$ cat config.mk
export PLATFORM = sky130hd
export DESIGN_NAME = add_intn_serial
export DESIGN_NICKNAME = d
export VERILOG_FILES = /design/src/rtl/add_intn_serial.sv
export SDC_FILE = /design/constraint.sdc
export NUM_CORES = 1
export LEC_CHECK = 0
export CORE_ASPECT_RATIO = 2
export CORE_MARGIN = 2
export CORE_UTILIZATION = 51
export DETAILED_ROUTE_END_ITERATION = 7
export PLACE_DENSITY = 0.85
export SLEW_MARGIN = 20
export SYNTH_ARGS = -nofsm -noshare
export SYNTH_HDL_FRONTEND = slang
export SYNTH_SLANG_ARGS = --single-unit
$ cat constraint.sdc
create_clock -name clk -period 2.4 [get_ports clk]
set_input_delay 0.48 -clock clk [delete_from_list [all_inputs] [get_ports clk]]
set_output_delay 0.48 -clock clk [all_outputs]
set_load 0.1 [all_outputs]
$ cat src/rtl/add_intn_serial.sv
// add_intn_serial: multi-cycle WIDTH-bit adder/subtractor that works through
// the operands CHUNK bits per cycle, LSB first. Operands are taken and results
// returned over valid/ready handshakes. The block also reports carry and
// signed overflow, and can optionally saturate the result on overflow.
module add_intn_serial #(
    parameter int WIDTH = 8,
    parameter int CHUNK = 2
) (
    input  logic             clk,
    input  logic             rst_n,
    input  logic             in_valid,
    output logic             in_ready,
    input  logic [WIDTH-1:0] a,
    input  logic [WIDTH-1:0] b,
    input  logic             op_sub,
    input  logic             op_sat,
    output logic             out_valid,
    input  logic             out_ready,
    output logic [WIDTH-1:0] sum,
    output logic             carry_out,
    output logic             overflow
);

    localparam int NCHUNK = WIDTH / CHUNK;
    localparam int CNT_W  = (NCHUNK > 1) ? $clog2(NCHUNK) : 1;
    localparam logic [CNT_W-1:0] LAST_CNT = CNT_W'(NCHUNK - 1);

    typedef enum logic [1:0] {S_IDLE, S_RUN, S_DONE} state_t;

    state_t           r_state;
    state_t           w_state_next;
    logic [WIDTH-1:0] r_a;
    logic [WIDTH-1:0] r_b;
    logic [WIDTH-1:0] r_res;
    logic             r_carry;
    logic             r_sat;
    logic             r_amsb;
    logic [CNT_W-1:0] r_cnt;
    logic [WIDTH-1:0] r_sum;
    logic             r_cout;
    logic             r_ovf;

    logic [CHUNK:0]   w_slice;
    logic [WIDTH-1:0] w_ins;
    logic [WIDTH-1:0] w_res_next;
    logic             w_last;
    logic             w_cin_msb;
    logic             w_cout;
    logic             w_ovf;
    logic             w_accept;

    // Clamp value for a signed overflow: the sign of A gives the direction,
    // because overflow can only happen when the effective operands share a sign.
    function automatic logic signed [WIDTH-1:0] f_sat_limit(input logic neg);
        logic signed [WIDTH-1:0] lim;
        lim = neg ? {1'b1, {(WIDTH-1){1'b0}}} : {1'b0, {(WIDTH-1){1'b1}}};
        return lim;
    endfunction

    // One slice of ripple addition: the low CHUNK bits of A and B, plus the carry.
    always_comb begin
        w_slice    = {1'b0, r_a[CHUNK-1:0]} + {1'b0, r_b[CHUNK-1:0]} + {{CHUNK{1'b0}}, r_carry};
        w_ins      = WIDTH'(w_slice[CHUNK-1:0]) << (WIDTH - CHUNK);
        w_res_next = (r_res >> CHUNK) | w_ins;
        // The carry into the top bit is recovered from that bit's sum and its inputs.
        w_cin_msb  = w_slice[CHUNK-1] ^ r_a[CHUNK-1] ^ r_b[CHUNK-1];
        w_cout     = w_slice[CHUNK];
        w_ovf      = w_cin_msb ^ w_cout;
        w_last     = (r_state == S_RUN) && (r_cnt == LAST_CNT);
        w_accept   = (r_state == S_IDLE) && in_valid;
    end

    // State register.
    always_ff @(posedge clk or negedge rst_n) begin
        if (!rst_n) r_state <= S_IDLE;
        else        r_state <= w_state_next;
    end

    // Next-state logic.
    always_comb begin
        w_state_next = r_state;
        case (r_state)
            S_IDLE:  if (in_valid)  w_state_next = S_RUN;
            S_RUN:   if (w_last)    w_state_next = S_DONE;
            S_DONE:  if (out_ready) w_state_next = S_IDLE;
            default:                w_state_next = S_IDLE;
        endcase
    end

    // Handshake outputs decoded from the state.
    always_comb begin
        in_ready  = (r_state == S_IDLE);
        out_valid = (r_state == S_DONE);
    end

    // Datapath: load the operands, step one slice per RUN cycle, and register the result on the last slice.
    always_ff @(posedge clk or negedge rst_n) begin
        if (!rst_n) begin
            r_a     <= '0;
            r_b     <= '0;
            r_res   <= '0;
            r_carry <= 1'b0;
            r_sat   <= 1'b0;
            r_amsb  <= 1'b0;
            r_cnt   <= '0;
            r_sum   <= '0;
            r_cout  <= 1'b0;
            r_ovf   <= 1'b0;
        end else if (w_accept) begin
            r_a     <= a;
            r_b     <= op_sub ? ~b : b;
            r_res   <= '0;
            r_carry <= op_sub;
            r_sat   <= op_sat;
            r_amsb  <= a[WIDTH-1];
            r_cnt   <= '0;
        end else if (r_state == S_RUN) begin
            r_a     <= r_a >> CHUNK;
            r_b     <= r_b >> CHUNK;
            r_res   <= w_res_next;
            r_carry <= w_cout;
            r_cnt   <= w_last ? '0 : r_cnt + 1'b1;
            if (w_last) begin
                r_sum  <= (r_sat && w_ovf) ? f_sat_limit(r_amsb) : w_res_next;
                r_cout <= w_cout;
                r_ovf  <= w_ovf;
            end
        end
    end

    assign sum       = r_sum;
    assign carry_out = r_cout;
    assign overflow  = r_ovf;

endmodule
==> metrics.cfg <==
[detailed_routing]
drcViolationCount = 0
dr.pass1.iters = 4
wirelength_um = 3450
antenna_left = 0
first_iter_violations = 32
vias = 1362
viasPerCell = 5.54
wl_per_cell_um = 14.0

[worst_setup_path]
rrSetupSlack_ps = 100
start_kind = flop
crit_required_ps = 2610
regToRegEndpoint = sum[2]
critPathMaxFanout = 10
end_kind = flop
path_class = flop to flop
arrival_ps = 2510
rr_worst_depth = 6
reg2reg_from = r_a[0]

[clocking]
cts_buffer_depth = 2
cts_hold_buf = 0
cts_root_buf = clkbuf_8
cts_tree = built
clk_pin_slew_ps = 70
h-tree-depth = 2
cts_inserted_buffers = 5
clkSinkCount = 39
clk_latency_ps = 290

[sta]
finalSetupViolations = 0
hold_viol_final = 0
slew_headroom_pct = 40.5
worst_pin_slew_ps = 890
fmax_mhz = 435
period_share_pct = 95.7
setup_ws_ps = 103
rsz0062_at_grt = no
fin_crit_ps = 2300
setup_tns_ps = 0
finClkSkew_ps = 7.74
drv_slew = 0

[yosys]
ys_top_cells_by_count = 43 x nand2_1, 39 x dfrtp_1, 22 x o21ai_0
ys_seq_area_share_pct = 55.3
syn_avg_cell_area_um2 = 9.86
synth_edf_count = 0
ys_types = 24
synth_top_cells_by_area = dfrtp_1 55%, nand2_1 9.1%, o21ai_0 6.2%
syn-num-nets = 204
synth.most_common_cell = nand2_1
yosys.area.top_type = dfrtp_1
synth_top_area_share_pct = 55.3
synth-seq-cells = 39
synth_ff_type = dfrtp_1
ys_warn_count = 0
netlist_area_mm2 = 0.00176
async_flop_share_pct = 100
synthCells = 179

[outcome]
status = completed

[flow_run]
maxCapViolCount = 0

[die]
fp.dieArea_mm2 = 0.00397
core-area_mm2 = 0.00334
fp.dieH_um = 87.2
pin_count = 34
initial_core_util_pct = 52.8
die_width_um = 45.6
rows = 30

[place]
dp.cells = 237
gp_congestion = 0.811
dp_hpwl_um = 2410
port_buffers = 33
place_ws_ps = 55.6

[final_layout]
finalNonFillerCells = 246
area_growth_pct = 27.8
seqCellArea_um2 = 976
nets = 238
n_antenna_cell = 0
drive_above_1_share_pct = 15.4
multi_input_area_um2 = 796
fin_util_pct = 67.5
num-fill-cells = 263

[grt]
grt_overflow = 0
grt_max_degree = 40
grt_pass1_vias = 1337
grt_pass1_wl_um = 5820
antenna_found_initial = 0
grt_usage_pct = 20.0

[worst_hold_path]
hold_path_class = input port to async pin

cells by family after synthesis:
kind of cell | Yosys count | share of synthesized area [%]
simple gates | 69 | 15.8
buf+inv | 11 | 2.62
fa+ha+maj | 3 | 2.98
xor+xnor | 12 | 6.81
flops | 39 | 55.3
compound gates | 45 | 16.5
flip-flops by register name (all words and copies together), names as in the netlist:
signal / cells
r_amsb: 1
r_state: 2
r_carry: 1
r_sat: 1
sum: 8
r_a: 8
r_b: 8
r_res: 6
carry_out: 1
r_cnt: 2
overflow: 1
critical path: stages (launching register included):
cell and delay, ps:
dfrtp_1 410, fa_2 410, fa_2 640, xnor2_4 160
xnor2_4 130, o31a_4 340, a21oi_1 140
area by class of cell:
class                           instances  area share [%]
Timing Repair Buffer                   36            14.1
Multi-Input combinational cell        129            35.3
Tap cell                               32            1.78
Sequential cell                        39            43.3
Inverter                                2           0.333
Clock buffer                            6            3.66
Clock inverter                          2            1.55
layer usage:
layer / up-vias / track usage (%) / wire length, um
li1: 672 / - / -
met2: 30 / 33.2 / 1910
met4: 0 / 10.2 / 112
met5: - / 0 / 0
met1: 649 / 23.2 / 1320
met3: 11 / 4.36 / 102
cells in the final DEF, fill, tap and decap left out, types with 3 or more instances in the layout:
cell,Yosys,layout
clkbuf_8,0,6
a22oi_1,7,7
buf_4,0,15
dfrtp_1,39,39
a21oi_1,7,7
xnor2_1,10,9
a221o_1,6,6
nor2_1,17,16
o21ai_0,22,22
clkdlybuf4s50_1,0,20
xnor2_4,0,3
nand2_1,43,43
how the worst max path moves through the flow:
stage,startpoint,cells after the start,slack (ps),to
global route,r_a[0],6,10,sum[0]
floorplan,r_a[0],6,200,sum[6]
global placement,r_a[0],6,130,sum[6]
CTS,r_a[0],6,40,sum[1]
detailed placement,r_a[0],6,60,sum[0]
finish,r_a[0],6,100,sum[2]
what timing repair did:
action | 4_1_cts | 5_1_grt
endpoints found under the setup margin | 0 | 8
buffers inserted | 0 | 1
resized for setup | 0 | 6
hold endpoints to repair | 0 | 0
stage by stage:
| stage | instance area [um2] | hold slack [ps] |
|---|---|---|
| CTS | 2200 | 322 |
| global route | 2250 | 363 |
| finish | 2250 | 290 |
| global placement | 2080 | 460 |
| floorplan | 1770 | 184 |
| detailed placement | 2080 | 463 |
Power is not shown: default switching activity piles up to over one toggle a cycle in this logic, so the estimate is an artifact.
